File: src/rtl/led_gpio_pkg.sv
// Shared definitions for the LED/GPIO peripheral: register map, CTRL bits,
// register-select enum and small bus helpers.
package led_gpio_pkg;

    localparam logic [7:0] OFF_CTRL       = 8'h00;
    localparam logic [7:0] OFF_LED_OUT    = 8'h10;
    localparam logic [7:0] OFF_LED_SET    = 8'h14;
    localparam logic [7:0] OFF_LED_CLR    = 8'h18;
    localparam logic [7:0] OFF_PRESCALE   = 8'h1C;
    localparam logic [7:0] OFF_DUTY       = 8'h20;
    localparam logic [7:0] OFF_BLINK_MASK = 8'h24;

    localparam int CTRL_PWM_EN   = 0;
    localparam int CTRL_BLINK_EN = 1;

    typedef enum logic [2:0] {
        SEL_NONE,
        SEL_CTRL,
        SEL_LED_OUT,
        SEL_LED_SET,
        SEL_LED_CLR,
        SEL_PRESCALE,
        SEL_DUTY,
        SEL_BLINK_MASK
    } reg_sel_e;

    // Misaligned offsets never match a table entry, so they fall to SEL_NONE.
    function automatic reg_sel_e decode_sel(input logic [7:0] off);
        reg_sel_e sel;
        sel = SEL_NONE;
        case (off)
            OFF_CTRL:       sel = SEL_CTRL;
            OFF_LED_OUT:    sel = SEL_LED_OUT;
            OFF_LED_SET:    sel = SEL_LED_SET;
            OFF_LED_CLR:    sel = SEL_LED_CLR;
            OFF_PRESCALE:   sel = SEL_PRESCALE;
            OFF_DUTY:       sel = SEL_DUTY;
            OFF_BLINK_MASK: sel = SEL_BLINK_MASK;
            default:        sel = SEL_NONE;
        endcase
        return sel;
    endfunction

    function automatic logic [31:0] be_to_mask(input logic [3:0] be);
        return {{8{be[3]}}, {8{be[2]}}, {8{be[1]}}, {8{be[0]}}};
    endfunction

    function automatic logic [31:0] merge_bytes(input logic [31:0] old_val,
                                                input logic [31:0] wdata,
                                                input logic [31:0] mask);
        return (old_val & ~mask) | (wdata & mask);
    endfunction

endpackage

File: src/rtl/led_gpio_if.sv
// Ibex-style data bus between the system interconnect and the LED peripheral.
interface led_gpio_if;

    logic        req_i;
    logic        we_i;
    logic [3:0]  be_i;
    logic [31:0] addr_i;
    logic [31:0] wdata_i;
    logic        gnt_o;
    logic        rvalid_o;
    logic [31:0] rdata_o;
    logic        err_o;

    modport master (
        output req_i, we_i, be_i, addr_i, wdata_i,
        input  gnt_o, rvalid_o, rdata_o, err_o
    );

    modport slave (
        input  req_i, we_i, be_i, addr_i, wdata_i,
        output gnt_o, rvalid_o, rdata_o, err_o
    );

endinterface

File: src/rtl/led_pwm_gen.sv
// Free-running timebase: prescaler tick, PWM counter and blink phase.
// BlinkDivLog2 must be at least 1.
module led_pwm_gen #(
    parameter int PrescalerWidth = 16,
    parameter int PwmWidth       = 8,
    parameter int BlinkDivLog2   = 6
) (
    input  logic                      clk_sys,
    input  logic                      rst_sys_n,
    input  logic [PrescalerWidth-1:0] prescale,
    input  logic [PwmWidth-1:0]       duty,
    input  logic                      clr_prescaler,
    output logic                      pwm_on,
    output logic                      blink_phase
);

    logic [PrescalerWidth-1:0] presc_cnt_reg, presc_cnt_next;
    logic [PwmWidth-1:0]       pwm_cnt_reg, pwm_cnt_next;
    logic [BlinkDivLog2-1:0]   blink_cnt_reg, blink_cnt_next;
    logic                      blink_phase_reg, blink_phase_next;
    logic                      tick;
    logic                      pwm_wrap;

    assign tick     = (presc_cnt_reg == prescale);
    assign pwm_wrap = tick & (&pwm_cnt_reg);

    always_comb begin
        presc_cnt_next   = presc_cnt_reg + 1'b1;
        pwm_cnt_next     = pwm_cnt_reg;
        blink_cnt_next   = blink_cnt_reg;
        blink_phase_next = blink_phase_reg;
        // A new PRESCALE value restarts the period from zero.
        if (clr_prescaler || tick) begin
            presc_cnt_next = '0;
        end
        if (tick) begin
            pwm_cnt_next = pwm_cnt_reg + 1'b1;
        end
        if (pwm_wrap) begin
            blink_cnt_next = blink_cnt_reg + 1'b1;
            if (&blink_cnt_reg) begin
                blink_phase_next = ~blink_phase_reg;
            end
        end
    end

    always_ff @(posedge clk_sys or negedge rst_sys_n) begin
        if (!rst_sys_n) begin
            presc_cnt_reg   <= '0;
            pwm_cnt_reg     <= '0;
            blink_cnt_reg   <= '0;
            blink_phase_reg <= 1'b0;
        end else begin
            presc_cnt_reg   <= presc_cnt_next;
            pwm_cnt_reg     <= pwm_cnt_next;
            blink_cnt_reg   <= blink_cnt_next;
            blink_phase_reg <= blink_phase_next;
        end
    end

    // All-ones duty means always on so the brightest level has no dark slot.
    assign pwm_on      = (pwm_cnt_reg < duty) | (&duty);
    assign blink_phase = blink_phase_reg;

endmodule

File: src/rtl/led_gpio_periph.sv
// Memory-mapped LED driver with per-LED PWM dimming and blink gating.
// With CTRL = 0 it behaves as a plain registered LED output register.
module led_gpio_periph
    import led_gpio_pkg::*;
#(
    parameter int NumLeds        = 8,
    parameter int PrescalerWidth = 16,
    parameter int PwmWidth       = 8,
    parameter int BlinkDivLog2   = 6
) (
    input  logic               clk_sys,
    input  logic               rst_sys_n,
    led_gpio_if.slave          bus,
    output logic [NumLeds-1:0] led_o
);

    reg_sel_e                  sel;
    logic [31:0]               be_mask;
    logic [31:0]               wdata_m;
    logic [31:0]               rd_mux;
    logic                      wr_en;
    logic                      prescale_clr;
    logic                      pwm_on;
    logic                      blink_phase;
    logic                      unused_addr;

    logic [1:0]                ctrl_reg, ctrl_next;
    logic [NumLeds-1:0]        led_out_reg, led_out_next;
    logic [NumLeds-1:0]        blink_mask_reg, blink_mask_next;
    logic [PrescalerWidth-1:0] prescale_reg, prescale_next;
    logic [PwmWidth-1:0]       duty_reg, duty_next;
    logic [NumLeds-1:0]        led_reg, led_next;
    logic                      rvalid_reg;
    logic                      err_reg;
    logic [31:0]               rdata_reg;

    // The interconnect has already decoded the upper address bits into req_i.
    assign unused_addr  = ^bus.addr_i[31:8];

    assign sel          = decode_sel(bus.addr_i[7:0]);
    assign be_mask      = be_to_mask(bus.be_i);
    assign wdata_m      = bus.wdata_i & be_mask;
    assign wr_en        = bus.req_i & bus.we_i;
    assign prescale_clr = wr_en & (sel == SEL_PRESCALE) & (|bus.be_i);

    always_comb begin
        ctrl_next       = ctrl_reg;
        led_out_next    = led_out_reg;
        blink_mask_next = blink_mask_reg;
        prescale_next   = prescale_reg;
        duty_next       = duty_reg;
        if (wr_en) begin
            case (sel)
                SEL_CTRL:       ctrl_next = 2'(merge_bytes(32'(ctrl_reg), bus.wdata_i, be_mask));
                SEL_LED_OUT:    led_out_next = NumLeds'(merge_bytes(32'(led_out_reg), bus.wdata_i, be_mask));
                SEL_LED_SET:    led_out_next = led_out_reg | NumLeds'(wdata_m);
                SEL_LED_CLR:    led_out_next = led_out_reg & ~NumLeds'(wdata_m);
                SEL_PRESCALE:   prescale_next = PrescalerWidth'(merge_bytes(32'(prescale_reg), bus.wdata_i, be_mask));
                SEL_DUTY:       duty_next = PwmWidth'(merge_bytes(32'(duty_reg), bus.wdata_i, be_mask));
                SEL_BLINK_MASK: blink_mask_next = NumLeds'(merge_bytes(32'(blink_mask_reg), bus.wdata_i, be_mask));
                default:        ;
            endcase
        end
    end

    always_comb begin
        rd_mux = '0;
        case (sel)
            SEL_CTRL:       rd_mux = 32'(ctrl_reg);
            SEL_LED_OUT:    rd_mux = 32'(led_out_reg);
            SEL_PRESCALE:   rd_mux = 32'(prescale_reg);
            SEL_DUTY:       rd_mux = 32'(duty_reg);
            SEL_BLINK_MASK: rd_mux = 32'(blink_mask_reg);
            default:        rd_mux = '0;
        endcase
    end

    always_ff @(posedge clk_sys or negedge rst_sys_n) begin
        if (!rst_sys_n) begin
            ctrl_reg       <= '0;
            led_out_reg    <= '0;
            blink_mask_reg <= '0;
            prescale_reg   <= '0;
            duty_reg       <= '0;
            led_reg        <= '0;
            rvalid_reg     <= 1'b0;
            err_reg        <= 1'b0;
            rdata_reg      <= '0;
        end else begin
            ctrl_reg       <= ctrl_next;
            led_out_reg    <= led_out_next;
            blink_mask_reg <= blink_mask_next;
            prescale_reg   <= prescale_next;
            duty_reg       <= duty_next;
            led_reg        <= led_next;
            rvalid_reg     <= bus.req_i;
            err_reg        <= bus.req_i & (sel == SEL_NONE);
            rdata_reg      <= (bus.req_i & ~bus.we_i) ? rd_mux : '0;
        end
    end

    led_pwm_gen #(
        .PrescalerWidth (PrescalerWidth),
        .PwmWidth       (PwmWidth),
        .BlinkDivLog2   (BlinkDivLog2)
    ) u_pwm_gen (
        .clk_sys       (clk_sys),
        .rst_sys_n     (rst_sys_n),
        .prescale      (prescale_reg),
        .duty          (duty_reg),
        .clr_prescaler (prescale_clr),
        .pwm_on        (pwm_on),
        .blink_phase   (blink_phase)
    );

    for (genvar gi = 0; gi < NumLeds; gi++) begin : g_led
        assign led_next[gi] = led_out_reg[gi]
                            & (~ctrl_reg[CTRL_PWM_EN] | pwm_on)
                            & (~ctrl_reg[CTRL_BLINK_EN] | ~blink_mask_reg[gi] | blink_phase);
    end

    assign bus.gnt_o    = bus.req_i;
    assign bus.rvalid_o = rvalid_reg;
    assign bus.err_o    = err_reg;
    assign bus.rdata_o  = rdata_reg;
    assign led_o        = led_reg;

endmodule

File: src/flat_wrapper.sv
// flat-port wrapper written by rule: the top's interface ports become plain ports
module led_gpio_periph_flat import led_gpio_pkg::*;
#(
    parameter int NumLeds        = 8,
    parameter int PrescalerWidth = 16,
    parameter int PwmWidth       = 8,
    parameter int BlinkDivLog2   = 6
)
  (clk_sys, rst_sys_n, led_o, bus_req_i, bus_we_i, bus_be_i, bus_addr_i, bus_wdata_i, bus_gnt_o, bus_rvalid_o, bus_rdata_o, bus_err_o);
  led_gpio_if bus_i ();
  input  logic clk_sys;
  input  logic rst_sys_n;
  output logic [NumLeds-1:0] led_o;
  input wire logic [$bits(bus_i.req_i)-1:0] bus_req_i;
  input wire logic [$bits(bus_i.we_i)-1:0] bus_we_i;
  input wire logic [$bits(bus_i.be_i)-1:0] bus_be_i;
  input wire logic [$bits(bus_i.addr_i)-1:0] bus_addr_i;
  input wire logic [$bits(bus_i.wdata_i)-1:0] bus_wdata_i;
  output wire logic [$bits(bus_i.gnt_o)-1:0] bus_gnt_o;
  output wire logic [$bits(bus_i.rvalid_o)-1:0] bus_rvalid_o;
  output wire logic [$bits(bus_i.rdata_o)-1:0] bus_rdata_o;
  output wire logic [$bits(bus_i.err_o)-1:0] bus_err_o;
  assign bus_i.req_i = bus_req_i;
  assign bus_i.we_i = bus_we_i;
  assign bus_i.be_i = bus_be_i;
  assign bus_i.addr_i = bus_addr_i;
  assign bus_i.wdata_i = bus_wdata_i;
  assign bus_gnt_o = bus_i.gnt_o;
  assign bus_rvalid_o = bus_i.rvalid_o;
  assign bus_rdata_o = bus_i.rdata_o;
  assign bus_err_o = bus_i.err_o;
  led_gpio_periph #(.NumLeds(NumLeds), .PrescalerWidth(PrescalerWidth), .PwmWidth(PwmWidth), .BlinkDivLog2(BlinkDivLog2)) u_core (.clk_sys(clk_sys), .rst_sys_n(rst_sys_n), .bus(bus_i), .led_o(led_o));
endmodule
File: config.mk
export PLATFORM = sky130hd
export DESIGN_NAME = led_gpio_periph_flat
export DESIGN_NICKNAME = d
export VERILOG_FILES = /design/src/rtl/led_gpio_pkg.sv /design/src/rtl/led_gpio_if.sv /design/src/rtl/led_pwm_gen.sv /design/src/rtl/led_gpio_periph.sv /design/src/flat_wrapper.sv
export SDC_FILE = /design/constraint.sdc
export NUM_CORES = 1
export LEC_CHECK = 0
export CAP_MARGIN = 20
export CORE_AREA = 2 2 107 109
export CTS_CLUSTER_SIZE = 12
export DETAILED_ROUTE_END_ITERATION = 7
export DIE_AREA = 0 0 109 111
export GPL_TIMING_DRIVEN = 0
export PLACE_DENSITY = 0.71
export SETUP_SLACK_MARGIN = 0.02
export SYNTH_ARGS = -nofsm -noshare
export SYNTH_HDL_FRONTEND = slang
export SYNTH_SLANG_ARGS = --single-unit
File: constraint.sdc
create_clock -name clk_sys -period 1.62 [get_ports clk_sys]
set_input_delay 0.243 -clock clk_sys [delete_from_list [all_inputs] [get_ports clk_sys]]
set_output_delay 0.243 -clock clk_sys [all_outputs]
set_load 0.05 [all_outputs]
Word level (Yosys, flattened, before mapping):

Index checks and enable logic that the tools add are counted.
W data, S select, Z words.

* flip-flop bits (word level): 115
* bits in latches: 0
* RAM bits: 0
* ROM bits: 0
* input bits: 72
* output and inout port bits: 43
* logic and storage cells: 116
* memories kept: 0

* add/subtract/negate cells: 3
* multipliers: 0
* div/mod/pow operators: 0
* order comparisons: 1
* eq/ne operators: 14
* shift operators: 0
* multiplexer cells: 5
* bitwise gates (word level): 67
* reductions and logical operators: 13

Operators with widths (count)
* $pmux W16 S5: 1
* $and A16 B16 Y16: 2
* $and A8 B8 Y8: 4
* $eq A8 B5 Y1 const B: 4
* $mux W16: 2
* $or A8 B8 Y8: 4
* $pmux W8 S3: 1
* $and A1 B1 Y1: 22
* $pmux W3 S7: 1
* $or A1 B1 Y1: 18
* $add A16 B1 Y16 const B: 1
* $eq A16 B16 Y1: 1
* $eq A8 B6 Y1 const B: 2
* $not A16 Y16: 1
* $or A16 B16 Y16: 1
* $reduce_and A8 Y1: 2
* $eq A3 B3 Y1 const B: 4
* $not A1 Y1: 12
* $reduce_and A2 Y1: 5
* $add A8 B1 Y8 const B: 1
* $logic_not A8 Y1: 1
* $lt A8 B8 Y1: 1
* $not A8 Y8: 1
* $reduce_and A7 Y1: 1
* other kinds (9): 10

Logic depth before layout (Yosys ltp):

Gate-level depths: netlist (run 1).

* depth in word-level cells: 7
* mapped depth: 7
* depth with buffers taken out: 7

Cells and area by module:

Synthesis (run 1) repeated with hierarchy kept, for this count alone.

* cells, all modules: 422
* area, all modules: 4833.4 um^2

By module, submodules not included
* led_gpio_periph: times used 1, cells each 243, area each 3024.2 um^2
* led_pwm_gen: times used 1, cells each 179, area each 1809.2 um^2

Worst setup path after synthesis (run 1):

Ideal clock, no wire load.

* path kind: register to register
* from: reg u_core.u_pwm_gen.presc_cnt_reg[8]
* to: reg u_core.u_pwm_gen.blink_cnt_reg[1]
* library setup time: 0.125 ns
* data arrival time: 1.595 ns
* data required time: 1.495 ns
* setup slack: -0.099 ns
* cell stages (with the launch flop): 6
* path buffers: 0
* clock period less this slack: 1.719 ns
* cells stage by stage: dfrtp_1 -> xor2_1 -> nor4_1 -> nand4_1 -> nor2_1 -> mux2_2

* cells in the longest elaborated chain, start to end: 2

RTL lines
* start, declared: RTL line led_pwm_gen.sv:17 `logic [PrescalerWidth-1:0] presc_cnt_reg, presc_cnt_next;`
* start signal, assigned: RTL line led_pwm_gen.sv:54 `presc_cnt_reg <= presc_cnt_next;`
* $eq A16 B16 Y1: RTL line led_pwm_gen.sv:24 `assign tick = (presc_cnt_reg == prescale);`
* $and A1 B1 Y1: RTL line led_pwm_gen.sv:25 `assign pwm_wrap = tick & (&pwm_cnt_reg);`
* end signal, assigned: RTL line led_pwm_gen.sv:56 `blink_cnt_reg <= blink_cnt_next;`
* end, declared: RTL line led_pwm_gen.sv:19 `logic [BlinkDivLog2-1:0] blink_cnt_reg, blink_cnt_next;`

No other way between the ends.
A chain may end at the register's enable or synchronous reset.

==> results of run 1 <==
==> worst max-delay path, stage by stage, from the launching register on <==
cell	delay, ns
dfrtp_1	0.40
xor2_1	0.18
nor4_1	0.31
nand4_1	0.15
buf_6	0.18
buf_4	0.15
o21ai_4	0.09
buf_6	0.16
nor2_1	0.04
==> kinds of logic (layout without fill, tap and decap cells) <==
group / Yosys count / after routing
buf+inv: 48 / 156
simple gates: 155 / 155
flops: 99 / 99
other cells: 1 / 16
compound gates: 71 / 71
mux: 26 / 26
xor+xnor: 43 / 43
fa+ha+maj: 10 / 10
==> worst paths after layout <==
kind,endpoint,cells after the start
worst min-delay path,u_core.bus.rvalid_o,1
worst max-delay path,u_core.u_pwm_gen.presc_cnt_reg[9],8
worst min register to register,u_core.u_pwm_gen.blink_phase,1
min in group asynchronous,asynchronous set/reset pin,2
worst max register to register,u_core.u_pwm_gen.presc_cnt_reg[9],8
max in group asynchronous,asynchronous set/reset pin,3
==> synthesized netlist by cell type (2+ instances only) <==
cell type	number	share of area
nor3_1	4	0.0042
a21oi_1	16	0.017
a22o_1	5	0.0092
buf_2	6	0.0063
o2111ai_1	2	0.0037
nand2_1	35	0.028
ha_1	10	0.026
nor4_1	8	0.010
nor3_2	3	0.0063
nand3_1	15	0.016
buf_4	18	0.028
and4_1	4	0.0073
nor2_1	43	0.034
o21ai_0	29	0.030
a31oi_1	2	0.0026
nor2b_1	5	0.0065
nand4_1	9	0.012
a22oi_1	3	0.0047
a222oi_1	5	0.010
and2_1	10	0.013
o22ai_1	2	0.0026
and3_1	10	0.013
inv_1	21	0.017
dfrtp_1	99	0.52
mux2_2	26	0.061
xnor2_1	8	0.015
xor2_1	35	0.064
clkbuf_1	3	0.0024
==> final cells by class <==
type | count | area, sq um
Clock inverter | 4 | 97.6
Tap cell | 143 | 179
Timing Repair Buffer | 93 | 857
Fill cell | 857 | 4490
Inverter | 21 | 78.8
Clock buffer | 11 | 253
Sequential cell | 99 | 2480
Buffer | 27 | 228
Multi-Input combinational cell | 321 | 2410
==> metal layers <==
layer  global-route usage  vias to the layer above
li1                     -                     1776
met1                0.286                     1898
met2                0.320                      172
met3               0.0300                       32
met4               0.0906                        0
met5                    0                        -
==> power by group <==
part	internal (mW)	total, mW	switching, mW
Combinational	0.960	2.09	1.13
Clock	1.58	2.51	0.922
Sequential	2.64	2.85	0.211
Total	5.18	7.45	2.26
==> repair_timing <==
action / 4_1_cts / 5_1_grt
pin swaps: 31 / 16
buffers inserted: 15 / 15
setup endpoints to repair: 122 / 78
gates resized for setup: 102 / 30
cloned: 2 / 1
hold buffers: 1 / 0
endpoints found under the hold margin: 48 / 0
==> stage by stage <==
step / util / hold slack (ns) / cells
2_1_floorplan: - / -0.0526 / 468
3_3_place_gp: 0.511 / 0.458 / 669
3_5_place_dp: 0.513 / 0.309 / 670
4_1_cts: 0.576 / 0.324 / 703
5_1_grt: 0.595 / 0.337 / 719
6_report: 0.595 / 0.330 / 719
==> metrics.csv, run 1 <==
stage,metric,value,unit
timing,fin_crit_sh,1.09,
synth,synth_cell_types,45,
floorplan,die_x,109,um
timing,rsz0062_at_grt,true,
layout,diodes,0,
floorplan,pin_count,115,
clock_network,cts.sinks,99,
synth,synth-main-ff-cell,dfrtp_1,
synth,synth_xor_area_frac,0.0789,
timing,maxSlewHeadroom,0.569,
synth,syn_area,0.00478,sq mm
critical_path,critPathArrivalTime,2.01,ns
synth,synth_mux_area_frac,0.0613,
layout,fin_nets,654,
grt,grt_pass1_vias,3796,
clock_network,clkTransAtPathRegs,0.06,ns
critical_path,r2r_setup_slack,-0.15,ns
clock_network,htree_levels,3,
timing,timing.final.ws_setup,-0.154,ns
synth,ys_ff_latch,99,
critical_path,path_class,reg2reg,
synth,synth_area_per_cell,10.5,sq um
timing,drv_slew,0,
status,violations,setup timing,
layout,syn2layout_area_growth,38.0,%
timing,tightest_slew,0.647,ns
grt,antenna_found_initial,0,
routing,antenna_left,0,
critical_path,cp_data_required_time,1.86,ns
synth,postSynthCellCount,453,
routing,wl_met1,5100,um
routing,finalWirelength,12000,um
synth,yosys.area_share.adder,0.0262,
clock_network,cts_tree,built,
clock_network,cts-root-buf,clkbuf_16,
timing,fin_setup_tns,-3.35,ns
critical_path,startpoint_type,flip-flop,
clock_network,insertion_delay,0.35,ns
hold_path,min_path_type,in2reg,
critical_path,crit_path_end_kind,flip-flop,
synth,synth_compound_area_frac,0.0927,
clock_network,cts-buffers-inserted,9,
floorplan,die_area,0.0121,sq mm
grt,grt_usage,0.206,
layout,drive_gt1_frac,0.292,
critical_path,crit_path_max_fanout,7,
synth,async_flop_share,1.00,
power,power,7.45,mW
power,leakage,3.28,nW
timing,final-hold-violation-count,0,
grt,grt_overflow_total,0,
place,placed_area,0.00568,sq mm
synth,synth_warnings,0,
floorplan,start_util,0.431,
layout,design_area,0.00659,sq mm
routing,met3_length,816,um
power,power_density,1130,mW/mm^2
place,gp_congestion,0.884,
status,status,finished with violations,
routing,wire_per_inst,16.7,um
layout,final_cell_mix,"94 x dfrtp_1, 48 x buf_4, 35 x nand2_1, 34 x xor2_1, 31 x dlygate4sd2_1",
synth,synth_top_family_by_area,simple AND/OR/NAND/NOR gates,
job,cap_viol_max_count,0,
routing,vias,3878,
grt,grt_pass1_wl,19400,um
grt,grt_max_degree,52,
routing,firstDrtPassIters,6,
routing,viasPerCell,5.39,
routing,met2_length,5760,um
floorplan,die_h,111,um
synth,synth_seq_area_share,0.519,
synth,synth_edf_count,0,
place,dp_slack,-0.826,ns
routing,route.detailed.drc,0,
timing,max_clock_freq,0.564,GHz
synth,synth-simple-area-share,0.168,
hold_path,worstHoldStart,bus_req_i,
power,ir_worst_vdd,0.582,mV
place,dp_hpwl,7990,um
clock_network,clock_path_buffers,2,
place,numPortBuffers,58,
floorplan,num_rows,39,
timing,finalSetupViolCount,29,
floorplan,core_area,0.0111,sq mm
layout,mostFrequentLayoutCell,dfrtp_1,
routing,drtIter0Drc,331,
timing,skew,0.00974,ns
timing,period_minus_slack,1.77,ns
routing,highest_layer,met4,
No activity file was read; power rests on OpenSTA's default activity.
==> inputs of run 2 (changes only) <==
SKIP_LAST_GASP = 1   (was unset)
==> metrics.csv, run 2 (same netlist as run 1, synthesis figures left out) <==
stage,metric,value,unit,change
critical_path,path_cells,xor2_1 > nor4_1 > nand4_1 > buf_6 > buf_4 > o21ai_4 > buf_6 > nor2_1,,
layout,final_cell_mix,"94 x dfrtp_1, 47 x buf_4, 35 x nand2_1, 34 x xor2_1, 31 x dlygate4sd2_1",,
critical_path,crit_cells,8,,unchanged
grt,antenna_found_initial,0,,unchanged
critical_path,slowest_delay,0.40,ns,about the same
timing,drv_slew,0,,unchanged
critical_path,cp_data_required_time,1.86,ns,about the same
timing,finalSetupViolCount,29,,unchanged
critical_path,startpoint_type,flip-flop,,
timing,rsz0062_at_grt,true,,
job,cap_viol_max_count,0,,unchanged
timing,whs,0.327,ns,-0.00330 ns
clock_network,clock_path_buffers,2,,unchanged
routing,wire_per_inst,16.7,um,+0.21%
clock_network,insertion_delay,0.35,ns,about the same
place,dp_slack,-0.826,ns,unchanged
clock_network,htree_levels,3,,unchanged
power,leakage,3.27,nW,-0.13%
layout,fill_cells,859,,+0.23%
critical_path,r2r-end,u_core.u_pwm_gen.presc_cnt_reg[9],,
floorplan,die_area,0.0121,sq mm,unchanged
timing,final-hold-violation-count,0,,unchanged
layout,drive_gt1_frac,0.290,,-0.00123
routing,viasPerCell,5.40,,about the same
critical_path,path_class,reg2reg,,
critical_path,cp_num_buf_inv,3,,unchanged
critical_path,crit_path_end_kind,flip-flop,,
timing,period_minus_slack,1.77,ns,+0.000872 ns
place,gp_congestion,0.884,,unchanged
critical_path,crit_path_max_fanout,7,,unchanged
routing,route.detailed.drc,0,,unchanged
clock_network,clkTransAtPathRegs,0.06,ns,about the same
power,ir_worst_vdd,0.597,mV,+2.5%
timing,max_clock_freq,0.564,GHz,about the same
floorplan,core_area,0.0111,sq mm,unchanged
floorplan,num_rows,39,,unchanged
grt,grt_overflow_total,0,,unchanged
place,numPortBuffers,58,,unchanged
grt,grt_usage,0.206,,about the same
layout,syn2layout_area_growth,37.9,%,
grt,grt_max_degree,52,,unchanged
timing,timing.final.ws_setup,-0.154,ns,-0.000872 ns
routing,firstDrtPassIters,6,,unchanged
layout,diodes,0,,unchanged
critical_path,endpoint,u_core.u_pwm_gen.presc_cnt_reg[9],,
place,dp_hpwl,7990,um,unchanged
clock_network,cts-root-buf,clkbuf_16,,
floorplan,die_h,111,um,unchanged
layout,fin_nets,653,,-0.15%
grt,grt_pass1_vias,3796,,unchanged
timing,skew,0.00969,ns,-0.0000471 ns
hold_path,min_path_type,in2reg,,
critical_path,critPathSlowestCell,dfrtp_1,,
power,power_density,1130,mW/mm^2,+0.14%
clock_network,cts_tree,built,,
power,power,7.45,mW,about the same
floorplan,die_x,109,um,unchanged
floorplan,pin_count,115,,unchanged
layout,mostFrequentLayoutCell,dfrtp_1,,
critical_path,cp_top_family,simple AND/OR/NAND/NOR gates,,
routing,drtIter0Drc,321,,-3.0%
status,status,finished with violations,,
floorplan,start_util,0.431,,unchanged
routing,finalWirelength,12000,um,about the same
routing,antenna_left,0,,unchanged
grt,grt_pass1_wl,19400,um,about the same
clock_network,cts-buffers-inserted,9,,unchanged
status,violations,setup timing,,
critical_path,r2r_setup_slack,-0.15,ns,about the same
critical_path,r2r_cells,8,,unchanged
routing,vias,3876,,-0.052%
clock_network,cts.sinks,99,,unchanged
timing,fin_crit_sh,1.10,,about the same
critical_path,critPathArrivalTime,2.01,ns,about the same
timing,maxSlewHeadroom,0.567,,-0.00176
timing,tightest_slew,0.649,ns,+0.00264 ns
critical_path,cp_common_cell,buf_6,,
==> run 2: how the worst min path moves through the flow <==
stage / end / start / cells past startpoint
2_1_floorplan: asynchronous set/reset pin / rst_sys_n / 0
3_3_place_gp: u_core.u_pwm_gen.blink_cnt_reg[5] / u_core.u_pwm_gen.blink_cnt_reg[5] / 1
3_5_place_dp: u_core.led_o[3] / rst_sys_n / 1
4_1_cts: u_core.bus.rvalid_o / bus_req_i / 1
5_1_grt: u_core.bus.rvalid_o / bus_req_i / 1
6_report: u_core.bus.rvalid_o / bus_req_i / 1
==> run 2: area by class of cell <==
class | count | area, sq um | area share
multi-input combinational | 321 | 2410 | 0.367
clock inverter | 4 | 97.6 | 0.0148
inverter | 21 | 78.8 | 0.0120
tap | 143 | 179 | 0.0272
timing repair buffer | 92 | 850 | 0.129
sequential | 99 | 2480 | 0.377
clock buffer | 11 | 253 | 0.0384
buffer | 27 | 228 | 0.0346
==> run 2: per-stage QoR <==
stage	instance area (sq um)	TNS, ns	utilization	cells
2_1_floorplan	4900	-0.420	-	468
3_3_place_gp	5660	-368.44	0.511	669
3_5_place_dp	5680	-56.21	0.513	670
4_1_cts	6380	-1.59	0.576	703
5_1_grt	6580	-7.06	0.594	718
6_report	6580	-3.40	0.594	718
==> run 2: timing repair <==
action                                  in CTS  in global routing
pin swaps                                   29                 18
hold endpoints to repair                    48                  0
hold buffers                                 1                  0
buffers inserted                            15                 14
endpoints found under the setup margin     122                 87
gates cloned                                 2                  1
gates resized for setup                    101                 31
==> run 2: where the power goes <==
part | internal (mW) | switching (mW) | total [mW]
Clock | 1.58 | 0.924 | 2.51
Sequential | 2.64 | 0.211 | 2.85
Combinational | 0.960 | 1.13 | 2.09
Total | 5.18 | 2.27 | 7.45
==> run 2: per-layer routing <==
| metal | share of wire | GRT usage | up-vias |
|---|---|---|---|
| met5 | 0 | 0 | - |
| met4 | 0.026 | 0.0906 | 0 |
| met3 | 0.067 | 0.0300 | 28 |
| met2 | 0.48 | 0.320 | 168 |
| met1 | 0.43 | 0.287 | 1902 |
| li1 | - | - | 1778 |
==> inputs of run 3 (changes only) <==
SYNTH_HIERARCHICAL = 1   (was unset)
==> metrics.csv, run 3 <==
stage,metric,value,unit,change
timing,maxSlewHeadroom,0.507,,-0.0604
clock_network,htree_levels,3,,unchanged
power,leakage,3.17,nW,-3.1%
clock_network,cts_tree,built,,
floorplan,core_area,0.0111,sq mm,unchanged
power,power_density,1100,mW/mm^2,-2.9%
synth,synth_most_common_cell,dfrtp_1,,
layout,design_area,0.00667,sq mm,+1.4%
synth,synth_top_cell_by_area,dfrtp_1,,
synth,postSynthCellCount,422,,-6.8%
clock_network,insertion_delay,0.34,ns,about the same
critical_path,path_class,reg2reg,,
place,gp_congestion,0.820,,-7.2%
floorplan,die_x,109,um,unchanged
synth,ys_ff_latch,99,,unchanged
synth,syn_area,0.00483,sq mm,+1.2%
power,internal-power,5.23,mW,+0.91%
grt,grt_busiest_layer,met2,,
routing,finalWirelength,11800,um,-1.7%
timing,max_clock_freq,0.532,GHz,-5.6%
routing,wire_per_inst,17.3,um,+3.2%
routing,antenna_left,0,,unchanged
layout,fin_nets,619,,-5.2%
grt,grt_max_degree,51,,-1.9%
floorplan,die_h,111,um,unchanged
timing,period_minus_slack,1.88,ns,+0.106 ns
grt,grt_usage,0.201,,-0.00495
routing,drtIter0Drc,153,,-52%
clock_network,clock_path_buffers,2,,unchanged
layout,diodes,0,,unchanged
synth,synth_seq_area_share,0.513,,-0.00618
routing,viasPerCell,5.16,,-4.4%
grt,grt_overflow_total,0,,unchanged
grt,grt_pass1_wl,18800,um,-3.2%
critical_path,crit_path_end_kind,flip-flop,,
routing,vias,3531,,-8.9%
synth,synth_warnings,6,,+6
place,dp_hpwl,7700,um,-3.7%
synth,async_flop_share,1.00,,unchanged
timing,drv_slew,0,,unchanged
synth,synth-main-ff-cell,dfrtp_1,,
floorplan,pin_count,115,,unchanged
routing,firstDrtPassIters,4,,-2
hold_path,worstHoldStart,bus_req_i,,
clock_network,clkTransAtPathRegs,0.06,ns,about the same
critical_path,crit_path_max_fanout,8,,+1
hold_path,min_path_type,in2reg,,
power,ir_worst_vdd,0.652,mV,+9.3%
grt,antenna_found_initial,0,,unchanged
timing,final-hold-violation-count,0,,unchanged
power,swShare,0.287,,-0.0172
synth,synth_cell_types,43,,-4.4%
layout,mostFrequentLayoutCell,dfrtp_1,,
synth,synth_top_area_share,0.513,,-0.00618
layout,syn2layout_area_growth,38.1,%,
place,placed_area,0.00575,sq mm,+1.2%
synth,synth_top_cells_by_area,"dfrtp_1 51%, mux2_2 8.4%, xnor2_1 6.2%, buf_4 3.1%, ha_1 2.6%",,
clock_network,cts.sinks,99,,unchanged
floorplan,die_area,0.0121,sq mm,unchanged
timing,finalSetupViolCount,46,,+59%
floorplan,start_util,0.436,,+0.00520
status,violations,setup timing,,
timing,rsz0062_at_grt,true,,
timing,fin_crit_sh,1.16,,+0.0653
critical_path,startpoint_type,flip-flop,,
power,p_clk_frac,0.316,,-0.021
grt,use_met2,0.327,,+0.00745
clock_network,cts-root-buf,clkbuf_16,,
place,numPortBuffers,57,,-1.7%
power,seqPwrFrac,0.384,,+0.002
floorplan,num_rows,39,,unchanged
synth,synth_area_per_cell,11.5,sq um,+8.6%
routing,route.detailed.drc,0,,unchanged
layout,drive_gt1_frac,0.338,,+0.0478
synth,synth_top_cells_by_count,"99 x dfrtp_1, 36 x mux2_2, 34 x xnor2_1, 27 x nand2_1, 24 x nor2_1",,
grt,grt_pass1_vias,3645,,-4.0%
grt,gr-usage-met1,0.269,,-0.0176
timing,timing.final.ws_setup,-0.260,ns,-0.106 ns
timing,whs,0.233,ns,-0.0938 ns
grt,grt.met3_usage,0.0347,,+0.00470
critical_path,critPathArrivalTime,2.13,ns,+0.12 ns
power,p_sw,2.10,mW,-7.1%
job,cap_viol_max_count,0,,unchanged
timing,tightest_slew,0.740,ns,+0.0906 ns
power,p_comb_frac,0.299,,+0.018
timing,skew,0.00875,ns,-0.000938 ns
layout,final_cell_mix,"95 x dfrtp_1, 38 x buf_4, 28 x xnor2_1, 27 x dlygate4sd2_1, 20 x clkdlybuf4s50_1",,
status,status,finished with violations,,
synth,synth_edf_count,0,,unchanged
clock_network,cts-buffers-inserted,9,,unchanged
critical_path,cp_data_required_time,1.87,ns,about the same
==> run 3: critical path, stage by stage (launching register included) <==
cell and delay [ns]:
dfrtp_1 0.40, inv_2 0.08, ha_4 0.20, a21o_1 0.15, a21o_1 0.16, a21oi_2 0.14
o21ai_1 0.08, o21ai_1 0.12, nand2b_4 0.14, buf_12 0.14, nand2_2 0.06, a21oi_2 0.13
==> run 3: kinds of logic (layout without fill, tap and decap cells) <==
| kind of cell | count (synthesis) | in the layout | synth area share |
|---|---|---|---|
| AND/OR/NAND/NOR | 128 | 128 | 0.156 |
| AO/OA/AOI/OAI | 59 | 59 | 0.0797 |
| buffers and inverters | 44 | 148 | 0.0567 |
| flip-flops | 99 | 99 | 0.513 |
| other | 1 | 16 | 0.000776 |
| XOR/XNOR | 43 | 43 | 0.0795 |
| adder cells (fa/ha/maj) | 10 | 10 | 0.0259 |
| multiplexers | 38 | 38 | 0.0890 |
==> run 3: power by group through the flow <==
stage / clock, mW / sequential, mW / combinational, mW
after global placement: 0 / 2.86 / 1.30
after global routing: 2.48 / 2.84 / 2.36
after floorplan: 0 / 2.85 / 0.962
final: 2.32 / 2.82 / 2.20
after detailed placement: 0 / 2.87 / 1.35
after CTS: 2.36 / 2.81 / 1.92
==> run 3: through the flow <==
step	power [mW]	setup TNS [ns]	utilization	worst slack [ns]	instances
2_1_floorplan	3.81	-5.31	-	-0.234	437
3_3_place_gp	4.16	-379.58	0.517	-3.26	637
3_5_place_dp	4.22	-59.83	0.519	-0.887	638
4_1_cts	7.09	-5.75	0.576	-0.312	674
5_1_grt	7.68	-10.01	0.603	-0.388	684
6_report	7.33	-5.46	0.603	-0.260	684
==> run 3: metal layers <==
metal / routed length (um) / share of wire / vias up
met1: 5070 / 0.43 / 1737
met4: 176 / 0.015 / 0
li1: - / - / 1683
met5: 0 / 0 / -
met3: 653 / 0.055 / 12
met2: 5920 / 0.50 / 99
==> run 3: timing repair <==
item / CTS / global route
hold buffers: 1 / 0
endpoints found under the hold margin: 49 / 0
setup endpoints to repair: 124 / 94
setup buffers: 19 / 11
gates cloned: 2 / 0
pin swaps: 27 / 20
resized for setup: 89 / 56
==> run 3: final timing paths <==
check                                               endpoint  slack, ns  cells after the start
setup reg to reg                             u_core/led_o[0]      -0.26                     11
setup / recovery                             u_core/led_o[0]      -0.26                     11
hold / removal                           u_core/bus.rvalid_o       0.23                      1
hold reg to reg                 u_core/u_pwm_gen/blink_phase       0.48                      1
max in group asynchronous  u_core/u_pwm_gen/presc_cnt_reg[2]       0.46                      3
min in group asynchronous         asynchronous set/reset pin       0.47                      2
==> run 3: layout make-up <==
| type | count | area (sq um) |
|---|---|---|
| fill | 884 | 4400 |
| sequential | 99 | 2480 |
| multi-input combinational | 294 | 2480 |
| timing repair buffer | 91 | 903 |
| buffer | 31 | 264 |
| clock buffer | 11 | 253 |
| tap | 143 | 179 |
| clock inverter | 4 | 73.8 |
| inverter | 11 | 41.3 |
==> edit 1 (flow settings as in run 1) <==
Take the reset off `rdata_reg` and load it in a clocked block of its own.
--- a/src/rtl/led_gpio_periph.sv
+++ b/src/rtl/led_gpio_periph.sv
@@ -86,5 +86,4 @@
             rvalid_reg     <= 1'b0;
             err_reg        <= 1'b0;
-            rdata_reg      <= '0;
         end else begin
             ctrl_reg       <= ctrl_next;
@@ -96,6 +95,9 @@
             rvalid_reg     <= bus.req_i;
             err_reg        <= bus.req_i & (sel == SEL_NONE);
-            rdata_reg      <= (bus.req_i & ~bus.we_i) ? rd_mux : '0;
         end
+    end
+
+    always_ff @(posedge clk_sys) begin
+        rdata_reg <= (bus.req_i & ~bus.we_i) ? rd_mux : '0;
     end
 
Formal check against the unedited RTL: differs if rst_sys_n is asserted again (counterexample within 4 cycles, from zero or initial values and one cycle with rst_sys_n low); with rst_sys_n held inactive, the same outputs for 4 cycles.
==> edit 1 against run 1 <==
The run still ends with setup timing left. Clock skew up 0.0060 ns. Total power down 6.2%. Synthesized area down 1.2%. Count of clock-buffer cells in the layout up 1. Setup slack worse by 0.061 ns. Via count down 6.4%. Final area down 4.1%. Routed wire length down 4.5%. First-iteration DRC count down 15%. Final cell count down 2.8%. Sequential cell count unchanged. Combinational power down 14%. Non-clock buffer count down 5. Largest power group unchanged.
==> edit 1: results (changes against run 1) <==
DP Area: 0.00554 mm² (-2.6%)
Ratio of cells with drive above 1 in the final layout: 0.279 (-0.0129)
Combined flip-flop and latch cell area: 0.00240 mm² (-3.3%)
Non-Clock Buffer Count: 115 (-4.2%)
Worst relative slew slack: 0.549 (-0.0199)
Synthesis-to-layout area growth: 34.0%
GR Util met1: 0.259 (-0.0274)
Result of the run: finished with violations
Hold Worst Slack: 0.151 ns (-0.179 ns)
Register-to-register setup slack: -0.21 ns (-0.06 ns)
Average cell area after synthesis: 10.7 µm² (+1.0%)
Count of cells along the worst register-to-register path: 7 (-1)
Placed cells: 656 (-2.1%)
Number of nets in the layout: 633 (-3.2%)
Data arrival, critical path: 2.07 ns (+0.06 ns)
Vias in the first global route: 3661 (-3.6%)
Weighted congestion reported at the end of routability-driven placement: 0.869 (-1.6%)
Setup-violating endpoint count in the final report: 39 (+34%)
Inverters: 11 (-48%)
Max stage delay on crit path: 0.46 ns (+0.06 ns)
Synthesized area: 0.00472 mm² (-1.2%)
Fraction of area in multi-input gates: 0.369 (+0.00272)
Violated checks: setup timing
Final Worst Setup Slack: -0.215 ns (-0.0613 ns)
Total routing resource utilization after global routing: 0.199 (-0.00729)
Non-filler cells in the finished layout: 699 (-2.8%)
==> edit 1: cell count changes in the layout (fill, tap and decap cells not counted), moves of 8 or more <==
cell	run 1	this run
nand4_1	9	18
o21ai_0	29	21
buf_6	6	14
xnor2_1	7	29
dfxtp_1	0	16
mux2_4	2	11
nand2_1	35	48
dfrtp_1	94	80
inv_1	20	10
buf_4	48	37
xor2_1	34	9
nor2_1	24	15
==> edit 1: repair_timing <==
item / in CTS / in global routing
setup buffers: 19 / 6
endpoints found under the setup margin: 120 / 84
gates cloned: 2 / 0
pin swaps: 25 / 11
hold endpoints to repair: 26 / 0
gates resized for setup: 74 / 45
hold buffers: 1 / 0
==> edit 1: power by group through the flow <==
stage,clock network [µW],registers [µW],logic (µW)
3_3_place_gp,0,2880,1120
2_1_floorplan,0,2860,812
6_report,2340,2860,1790
5_1_grt,2480,2880,1950
3_5_place_dp,0,2880,1160
4_1_cts,2360,2830,1580
==> edit 2 (settings of run 1) <==
Without the edit above. `BlinkDivLog2` is set to 6 in 3 places; all go to 7.
--- a/src/rtl/led_pwm_gen.sv
+++ b/src/rtl/led_pwm_gen.sv
@@ -4,5 +4,5 @@
     parameter int PrescalerWidth = 16,
     parameter int PwmWidth       = 8,
-    parameter int BlinkDivLog2   = 6
+    parameter int BlinkDivLog2   = 7
 ) (
     input  logic                      clk_sys,
--- a/src/rtl/led_gpio_periph.sv
+++ b/src/rtl/led_gpio_periph.sv
@@ -7,5 +7,5 @@
     parameter int PrescalerWidth = 16,
     parameter int PwmWidth       = 8,
-    parameter int BlinkDivLog2   = 6
+    parameter int BlinkDivLog2   = 7
 ) (
     input  logic               clk_sys,
--- a/src/flat_wrapper.sv
+++ b/src/flat_wrapper.sv
@@ -5,5 +5,5 @@
     parameter int PrescalerWidth = 16,
     parameter int PwmWidth       = 8,
-    parameter int BlinkDivLog2   = 6
+    parameter int BlinkDivLog2   = 7
 )
   (clk_sys, rst_sys_n, led_o, bus_req_i, bus_we_i, bus_be_i, bus_addr_i, bus_wdata_i, bus_gnt_o, bus_rvalid_o, bus_rdata_o, bus_err_o);
Check against the original RTL: same outputs for any inputs over 4 cycles, from zero or initial values and one cycle with rst_sys_n low; that may be too few to reach the edited logic, so the function may still have changed.
==> edit 2 against run 1 <==
The flow still finishes with violations (setup timing). Sequential cell count rose by 1. Setup slack got worse by 0.032 ns. Highest routed layer unchanged. Critical path type unchanged. Combinational power grew 2%. Non-clock buffer count unchanged. Synthesized area grew 1.2%. Critical path depth down 2. Sequential power hardly changed. Routed wire length down 0.87%. Worst hold slack improved by 0.13 ns. Critical endpoint is now u_core.u_pwm_gen.pwm_cnt_reg[1]. Total power shrank 3.3%. Final area increased by 1.7%.
==> edit 2: results (changes against run 1) <==
Layout clock buffers: 10 (-1)
Clock-cell share: 0.0459 (-0.00721)
Ratio of cells with drive above 1 in the final layout: 0.362 (+0.0703)
Number of cells on the worst hold path: 4 (+3)
Result of the run: finished with violations
Non-filler cells in the finished layout: 701 (-2.5%)
Weighted congestion reported at the end of routability-driven placement: 0.876 (-0.93%)
Endpoint of the worst register-to-register path: u_core.u_pwm_gen.pwm_cnt_reg[1]
Maximum VDD drop: 0.000647 V (+11%)
Max stage delay on crit path: 0.47 ns (+0.07 ns)
Fraction of standard cell area that is sequential: 0.374 (-0.00239)
Routed via count: 3701 (-4.6%)
Layout buffering overhead excluding clock cells: 0.164 (-0.000807)
Origin of the worst min-delay path: bus_addr_i[6]
Final Worst Setup Slack: -0.186 ns (-0.0319 ns)
Fraction of area in multi-input gates: 0.384 (+0.0172)
Hold Worst Slack: 0.458 ns (+0.128 ns)
Drt wl/cell: 17.0 µm (+1.7%)
Final clock skew: 0.00971 ns (-0.0000308 ns)
Number of cells produced by synthesis: 436 (-3.8%)
Parity-gate share of the synthesized area counting xor and xnor cells: 0.0815 (+0.00266)
Worst relative slew slack: 0.525 (-0.0442)
Area fraction in compound gates after synthesis: 0.0719 (-0.0208)
Portion of the post-synthesis area used by sequential elements: 0.518 (-0.00113)
Top delay family on crit path: flip-flops
Placed cells: 653 (-2.5%)
Area of the multi-input gates: 0.00257 mm² (+6.4%)
Count of cells along the worst register-to-register path: 6 (-2)
Data arrival, critical path: 2.04 ns (+0.03 ns)
Setup-violating endpoint count in the final report: 79 (+170%)
Fillers: 828 (-3.4%)
Violated checks: setup timing
FF+latch count: 100 (+1.0%)
Global-route wire length before repair: 19.4 mm (+0.25%)
Total routing resource utilization after global routing: 0.206 (about the same)
First drt pass iteration count: 4 (-2)
edit 2: cell types whose count changed after synthesis, sizes merged, moves of 4 or more:
cell    delta
nor4       -8
nor2b      -4
xor2      -27
mux2      +10
inv       -11
nand4      +4
o21ai     -22
a221oi     +5
a222oi     -4
a21oi      +5
xnor2     +29
a22o       -4
nor2       -6
nand2     +12
edit 2: worst reg2reg max path, stage by stage, from the launching register on:
cell,delay [ns]
dfrtp_1,0.47
xnor2_2,0.17
nand4_1,0.15
nor4_4,0.31
buf_6,0.20
buf_6,0.11
mux2_4,0.28
edit 2: power by group:
part | switching (µW) | leakage, µW | internal (µW)
clock network | 958 | 0.000150 | 1250
registers | 194 | 0.00137 | 2650
logic | 1100 | 0.00164 | 1050
edit 2: per-layer routing:
layer | vias to the layer above | routed length [µm] | track usage
met3 | 24 | 611 | 0.0423
met2 | 119 | 6310 | 0.354
li1 | 1723 | - | -
met4 | 0 | 268 | 0.0752
met5 | - | 0 | 0
met1 | 1835 | 4720 | 0.252
